## src/rtl/str_det_pkg.sv

```systemverilog
// -----------------------------------------------------------------------------
// str_det_pkg
// Shared definitions for the "Hello" detector arbiter:
//   - arb_state_e   : one-hot arbiter states (IDLE / SERVE / FLUSH)
//   - match_state_e : matcher progress through the pattern "Hello"
//   - CH_*          : pattern byte constants (ASCII)
//   - match_restart : where the matcher lands when a byte breaks a partial match
// -----------------------------------------------------------------------------
package str_det_pkg;

  typedef enum logic [2:0] {
    ARB_IDLE  = 3'b001,
    ARB_SERVE = 3'b010,
    ARB_FLUSH = 3'b100
  } arb_state_e;

  typedef enum logic [2:0] {
    M_CHECK_H  = 3'd0,
    M_CHECK_E  = 3'd1,
    M_CHECK_L1 = 3'd2,
    M_CHECK_L2 = 3'd3,
    M_CHECK_O  = 3'd4
  } match_state_e;

  localparam logic [7:0] CH_H = 8'h48;  // 'H'
  localparam logic [7:0] CH_E = 8'h65;  // 'e'
  localparam logic [7:0] CH_L = 8'h6C;  // 'l'
  localparam logic [7:0] CH_O = 8'h6F;  // 'o'

  // "Hello" has no proper prefix that is also a suffix, so a broken match only
  // needs to re-test the current byte as a possible new 'H'.
  function automatic match_state_e match_restart(input logic [7:0] b);
    return (b == CH_H) ? M_CHECK_E : M_CHECK_H;
  endfunction

endpackage

```

## src/rtl/str_match_fsm.sv

```systemverilog
// -----------------------------------------------------------------------------
// str_match_fsm
// Detects the byte sequence "Hello" in a stream of enabled bytes.
// Cycles with byte_en=0 leave the progress untouched.
// Ports:
//   clk_in, rst_n_in : clock (rising edge), asynchronous active-low reset
//   byte_in          : candidate byte
//   byte_en          : byte_in is part of the stream this cycle
//   clear            : abandon any partial match (priority over byte_en)
//   hit              : combinational, high in the cycle the closing 'o' is fed
//   state_dbg        : current matcher state, for observation
// -----------------------------------------------------------------------------
module str_match_fsm
  import str_det_pkg::*;
(
  input  logic       clk_in,
  input  logic       rst_n_in,
  input  logic [7:0] byte_in,
  input  logic       byte_en,
  input  logic       clear,
  output logic       hit,
  output logic [2:0] state_dbg
);

  match_state_e state_q, state_d;

  always_comb begin
    state_d = state_q;
    hit     = 1'b0;
    if (clear) begin
      state_d = M_CHECK_H;
    end else if (byte_en) begin
      case (state_q)
        M_CHECK_H:  state_d = match_restart(byte_in);
        M_CHECK_E:  state_d = (byte_in == CH_E) ? M_CHECK_L1 : match_restart(byte_in);
        M_CHECK_L1: state_d = (byte_in == CH_L) ? M_CHECK_L2 : match_restart(byte_in);
        M_CHECK_L2: state_d = (byte_in == CH_L) ? M_CHECK_O  : match_restart(byte_in);
        M_CHECK_O: begin
          if (byte_in == CH_O) begin
            hit     = 1'b1;
            state_d = M_CHECK_H;
          end else begin
            state_d = match_restart(byte_in);
          end
        end
        default:    state_d = M_CHECK_H;
      endcase
    end
  end

  always_ff @(posedge clk_in or negedge rst_n_in) begin
    if (!rst_n_in) state_q <= M_CHECK_H;
    else           state_q <= state_d;
  end

  assign state_dbg = state_q;

endmodule

```

## src/rtl/str_det_arbiter.sv

```systemverilog
// -----------------------------------------------------------------------------
// str_det_arbiter
// Two requesters stream ASCII frames; a round-robin arbiter grants one frame at
// a time to a shared "Hello" matcher and counts detections per requester.
// Optional macro STR_DET_TIMEOUT_EN: abandons a granted frame after
// TIMEOUT_CYC consecutive cycles without an accepted byte (adds tmo_out).
//
// Handshake: a byte on reqN_* transfers at a rising edge where reqN_valid and
// reqN_ready are both high; ready never depends on valid, and a requester holds
// valid/data/last stable until the transfer happens.
//
// Ports:
//   clk_in, rst_n_in        : clock, asynchronous active-low reset
//   reqN_valid/data/last    : requester byte stream (N = 0,1)
//   reqN_ready              : high only for the granted requester while serving
//   det_out / det_src       : one-cycle detection pulse and its requester
//   cnt0 / cnt1             : saturating detection counters
//   busy                    : a frame is granted (SERVE or FLUSH)
//   tmo_out                 : timeout pulse (only with STR_DET_TIMEOUT_EN)
//   dbg_arb_state           : arbiter state, for observation
//   dbg_match_state         : matcher state, for observation
// -----------------------------------------------------------------------------
module str_det_arbiter
  import str_det_pkg::*;
#(
  parameter int CNT_W       = 8,
  parameter int TIMEOUT_CYC = 16
) (
  input  logic             clk_in,
  input  logic             rst_n_in,
  input  logic             req0_valid,
  input  logic [7:0]       req0_data,
  input  logic             req0_last,
  input  logic             req1_valid,
  input  logic [7:0]       req1_data,
  input  logic             req1_last,
  output logic             req0_ready,
  output logic             req1_ready,
  output logic             det_out,
  output logic             det_src,
  output logic [CNT_W-1:0] cnt0,
  output logic [CNT_W-1:0] cnt1,
  output logic             busy,
`ifdef STR_DET_TIMEOUT_EN
  output logic             tmo_out,
`endif
  output logic [2:0]       dbg_arb_state,
  output logic [2:0]       dbg_match_state
);

  arb_state_e       state_q, state_d;
  logic             grant_q, grant_d;    // index of the granted requester
  logic             rr_q, rr_d;          // requester served last
  logic             det_q, det_d;
  logic             det_src_q, det_src_d;
  logic [CNT_W-1:0] cnt0_q, cnt0_d, cnt1_q, cnt1_d;

  logic       serving, accept, g_valid, g_last, hit, tmo_hit;
  logic [7:0] g_data;

  assign serving = (state_q == ARB_SERVE);
  assign g_valid = grant_q ? req1_valid : req0_valid;
  assign g_data  = grant_q ? req1_data  : req0_data;
  assign g_last  = grant_q ? req1_last  : req0_last;
  assign accept  = serving && g_valid;

  assign req0_ready = serving && !grant_q;
  assign req1_ready = serving &&  grant_q;

  str_match_fsm u_match (
    .clk_in    (clk_in),
    .rst_n_in  (rst_n_in),
    .byte_in   (g_data),
    .byte_en   (accept),
    .clear     (state_q == ARB_FLUSH),
    .hit       (hit),
    .state_dbg (dbg_match_state)
  );

`ifdef STR_DET_TIMEOUT_EN
  localparam int TMO_W = $clog2(TIMEOUT_CYC + 1);
  logic [TMO_W-1:0] tmo_cnt_q, tmo_cnt_d;
  logic             tmo_q, tmo_d;

  // Counts idle SERVE cycles; any accepted byte or leaving SERVE clears it.
  always_comb begin
    tmo_cnt_d = '0;
    tmo_hit   = 1'b0;
    if (serving && !accept) begin
      tmo_cnt_d = tmo_cnt_q + 1'b1;
      tmo_hit   = (tmo_cnt_q == TMO_W'(TIMEOUT_CYC - 1));
    end
    tmo_d = tmo_hit;
  end

  always_ff @(posedge clk_in or negedge rst_n_in) begin
    if (!rst_n_in) begin
      tmo_cnt_q <= '0;
      tmo_q     <= 1'b0;
    end else begin
      tmo_cnt_q <= tmo_cnt_d;
      tmo_q     <= tmo_d;
    end
  end

  assign tmo_out = tmo_q;
`else
  // No timeout in this build: a granted frame is held until its last byte.
  assign tmo_hit = (TIMEOUT_CYC < 0);
`endif

  always_comb begin
    state_d = state_q;
    grant_d = grant_q;
    rr_d    = rr_q;
    case (state_q)
      ARB_IDLE: begin
        if (req0_valid && req1_valid) begin
          grant_d = ~rr_q;
          state_d = ARB_SERVE;
        end else if (req0_valid) begin
          grant_d = 1'b0;
          state_d = ARB_SERVE;
        end else if (req1_valid) begin
          grant_d = 1'b1;
          state_d = ARB_SERVE;
        end
      end
      ARB_SERVE: begin
        if ((accept && g_last) || tmo_hit) begin
          state_d = ARB_FLUSH;
          rr_d    = grant_q;
        end
      end
      ARB_FLUSH: state_d = ARB_IDLE;
      default:   state_d = ARB_IDLE;
    endcase
  end

  // Counters move on the same edge that raises det_out, so the new count is
  // visible during the pulse.
  always_comb begin
    det_d     = hit;
    det_src_d = hit ? grant_q : det_src_q;
    cnt0_d    = cnt0_q;
    cnt1_d    = cnt1_q;
    if (hit && !grant_q && (cnt0_q != '1)) cnt0_d = cnt0_q + 1'b1;
    if (hit &&  grant_q && (cnt1_q != '1)) cnt1_d = cnt1_q + 1'b1;
  end

  always_ff @(posedge clk_in or negedge rst_n_in) begin
    if (!rst_n_in) begin
      state_q   <= ARB_IDLE;
      grant_q   <= 1'b0;
      rr_q      <= 1'b1;
      det_q     <= 1'b0;
      det_src_q <= 1'b0;
      cnt0_q    <= '0;
      cnt1_q    <= '0;
    end else begin
      state_q   <= state_d;
      grant_q   <= grant_d;
      rr_q      <= rr_d;
      det_q     <= det_d;
      det_src_q <= det_src_d;
      cnt0_q    <= cnt0_d;
      cnt1_q    <= cnt1_d;
    end
  end

  assign det_out       = det_q;
  assign det_src       = det_src_q;
  assign cnt0          = cnt0_q;
  assign cnt1          = cnt1_q;
  assign busy          = (state_q == ARB_SERVE) || (state_q == ARB_FLUSH);
  assign dbg_arb_state = state_q;

endmodule
```

## config.mk

```make
export PLATFORM = sky130hd
export DESIGN_NAME = str_det_arbiter
export DESIGN_NICKNAME = d
export VERILOG_FILES = /design/src/rtl/str_det_pkg.sv /design/src/rtl/str_match_fsm.sv /design/src/rtl/str_det_arbiter.sv
export SDC_FILE = /design/constraint.sdc
export NUM_CORES = 1
export LEC_CHECK = 0
export ABC_AREA = 1
export BUFFER_PORTS_ARGS = -buffer_cell sky130_fd_sc_hd__buf_2
export CAP_MARGIN = 20
export CORE_MARGIN = 1.5
export CORE_UTILIZATION = 30
export CTS_CLUSTER_DIAMETER = 80
export DETAILED_ROUTE_END_ITERATION = 10
export PLACE_DENSITY = 0.58
export REMOVE_ABC_BUFFERS = 1
export SYNTH_ARGS = -nofsm -noshare
export SYNTH_HDL_FRONTEND = slang
export SYNTH_SLANG_ARGS = --single-unit
```

## constraint.sdc

```tcl
create_clock -name clk_in -period 1.5 [get_ports clk_in]
set_input_delay 0.225 -clock clk_in [delete_from_list [all_inputs] [get_ports clk_in]]
set_output_delay 0.225 -clock clk_in [all_outputs]
set_load 0.01 [all_outputs]
```

==> results.sh <==
export IMPL_drc=0
export IMPL_diodes=0
export IMPL_io_buffers=48
export IMPL_synth_top_family_by_area="simple AND/OR/NAND/NOR gates"
export IMPL_rsz0062_at_grt="true"
export IMPL_initial_core_util=0.314
export IMPL_crit_type="flop to flop"
export IMPL_synth_flop_cell="dfrtp_1"
export IMPL_skew_ns=0.00567
export IMPL_fin_ws_ns=-0.169
export IMPL_leakage_nw=1.40
export IMPL_violations="setup timing"
export IMPL_grtUsageTotal=0.153
export IMPL_die_area_um2=5870
export IMPL_instances_no_fill=378
export IMPL_path_cells="buf_4 -> buf_4 -> nand2_1 -> a21oi_2 -> inv_2 -> nor2_4 -> buf_6 -> nand3_4 -> nand2_1 -> nand2_1"
export IMPL_synth_edf_count=0
export IMPL_dpl_cell_count=360
export IMPL_synth_seq_cells=26
export IMPL_slowest_stage="dfrtp_2"
export IMPL_max_cap_violations=0
export IMPL_drive_gt1_frac=0.487
export IMPL_hold_path_class="input pin to flop"
export IMPL_seq_area_frac_synth=0.402
export IMPL_crit_top_cell="nand2_1"
export IMPL_cp_end_kind="flop"
export IMPL_grt_pass1_wl_um=7340
export IMPL_die_w_um=76.6
export IMPL_slowest_delay_ns=0.48
export IMPL_synth_xor_area_share=0.0646
export IMPL_first_global_vias=1612
export IMPL_drt_pass1_iterations=4
export IMPL_slew_headroom=0.593
export IMPL_p_total_mw=2.90
export IMPL_vias=1729
export IMPL_drt_vias_per_instance=4.57
export IMPL_fin_area_um2=2510
export IMPL_synth_compound_area_frac=0.0354
export IMPL_final_cell_mix="nand2_1, buf_2, buf_4"
export IMPL_cts_buffers=3
export IMPL_ant_nets=0
export IMPL_ir_drop_v=0.000531
export IMPL_crit_path_start_kind="flop"
export IMPL_clk_pin_slew_worst_paths_ns=0.10
export IMPL_cp_data_arrival_time_ns=1.84
export IMPL_final_util=0.486
export IMPL_cp_max_fo=8
export IMPL_dp_hpwl_um=3090
export IMPL_cts_tree="done"
export IMPL_postSynthAreaPerCell_um2=7.53
export IMPL_synth_mux_area_frac=0
export IMPL_clkLatencyLatePin_ns=0.27
export IMPL_finalCritPeriodShare=1.11
export IMPL_syn_inst=216
export IMPL_clockBufferDepth=2
export IMPL_first_iter_violations=61
export IMPL_cts_sinks=26
export IMPL_overflow=0
export IMPL_final_common_cell="nand2_1"
export IMPL_core_area_um2=5170
export IMPL_htree_levels=1
export IMPL_yosys_area_share_simple=0.394
export IMPL_slew_viol_final=0
export IMPL_tightest_slew_ns=0.611
export IMPL_io_pins=49
export IMPL_synthArstFlopShare=1.00
export IMPL_required_ns=1.67
export IMPL_antenna_found_initial=0
export IMPL_wirelength_um=4360
export IMPL_syn_area_um2=1630
export IMPL_power_density_nw_per_um2=1150
export IMPL_timing_fmax_ghz=0.599
export IMPL_root_buffer="clkbuf_8"
export IMPL_row_count=26
export IMPL_post_route_min_period_ns=1.67
export IMPL_die_h_um=76.6
export IMPL_setup_viol=20
export IMPL_synthToLayoutAreaGrowth_pct=54.6
export IMPL_fin_setup_tns_ns=-2.50
export IMPL_status="finished with violations"
export IMPL_grt_max_degree=27
export IMPL_gp_congestion=0.759
export IMPL_synth_fa_ha_area_frac=0.0154
export IMPL_finalHoldViolations=0
export IMPL_placed_area_um2=2130
export IMPL_wl_per_cell_um=11.5
export IMPL_ys_warn_count=0
export IMPL_rrSetupSlack_ns=-0.17
export IMPL_fin_nets=333
export IMPL_synth_cell_types=27
## final timing paths
| check | start | to | cells after the start |
|---|---|---|---|
| worst max-delay path | grant_q$_DFFE_PN0P_ | cnt0[7]$_DFFE_PN0P_ | 10 |
| worst min-delay path | req1_valid | dbg_arb_state[0]$_DFFE_PN1P_ | 4 |
| worst max register to register | grant_q$_DFFE_PN0P_ | cnt0[7]$_DFFE_PN0P_ | 10 |
| worst min register to register | rr_q$_DFFE_PN1P_ | rr_q$_DFFE_PN1P_ | 2 |
| max in group asynchronous | rst_n_in | grant_q$_DFFE_PN0P_ | 2 |
| min in group asynchronous | rst_n_in | cnt0[0]$_DFFE_PN0P_ | 2 |
## report_power, final
part	switching (mW)	internal, mW	total, mW
combinational	0.755	0.680	1.43
clock	0.237	0.357	0.594
sequential	0.0862	0.781	0.867
total	1.08	1.82	2.90
## metal layers
metal,track usage,wire [um]
met5,0,0
met4,0.0333,13
met3,0.0275,164
met2,0.263,2100
met1,0.199,2080
## metrics by stage
stage | hold slack, ns | setup slack (ns)
floorplan | -0.0706 | -0.508
global placement | 0.273 | -0.178
detailed placement | 0.272 | -0.226
CTS | 0.244 | -0.138
global route | 0.319 | -0.287
finish | 0.260 | -0.169
## logic make-up after synthesis
logic type / after synthesis
AND/OR/NAND/NOR: 139
buffers and inverters: 27
flip-flops: 26
XOR/XNOR: 12
AO/OA/AOI/OAI: 10
adder cells (fa/ha/maj): 2
## synthesized netlist by cell type, types with 3 or more instances
cell type	count	area [um^2]
o21ai_0	4	20.0
nor2_1	13	48.8
nand2_1	75	282
inv_1	19	71.3
a21oi_1	4	20.0
nand4_1	17	106
xnor2_1	4	35.0
dfrtp_1	24	601
nand2_2	5	31.3
nand3_1	15	75.1
nor3_1	7	35.0
buf_6	3	33.8
xor2_1	8	70.1
## state kept, by name (all words and copies together) (netlist names)
register and flops:
det_out 1, det_src 1, grant_q 1, rr_q 1, dbg_arb_state 3, cnt0 8, u_match.state_dbg 3, cnt1 8
## area by class of cell
| cell class | instances | area (um^2) |
|---|---|---|
| Inverter | 21 | 83.8 |
| Tap cell | 70 | 87.6 |
| Sequential cell | 26 | 654 |
| Timing Repair inverter | 1 | 6.26 |
| Timing Repair Buffer | 93 | 638 |
| Fill cell | 490 | 2660 |
| Clock inverter | 1 | 30.0 |
| Multi-Input combinational cell | 163 | 973 |
| Clock buffer | 3 | 41.3 |
## critical path: cells and delay by family (launching register included)
kind | cells | cell delay, ns
buf+inv | 4 | 0.45
simple gates | 5 | 0.46
compound gates | 1 | 0.18
flops | 1 | 0.48
## repair_timing
item	CTS	global route
buffers inserted	9	3
pin swaps	2	21
hold buffers	1	0
hold endpoints to repair	24	0
gates cloned	0	1
endpoints found under the setup margin	25	25
gates resized for setup	21	41
Power figures use the tool's default switching activity.
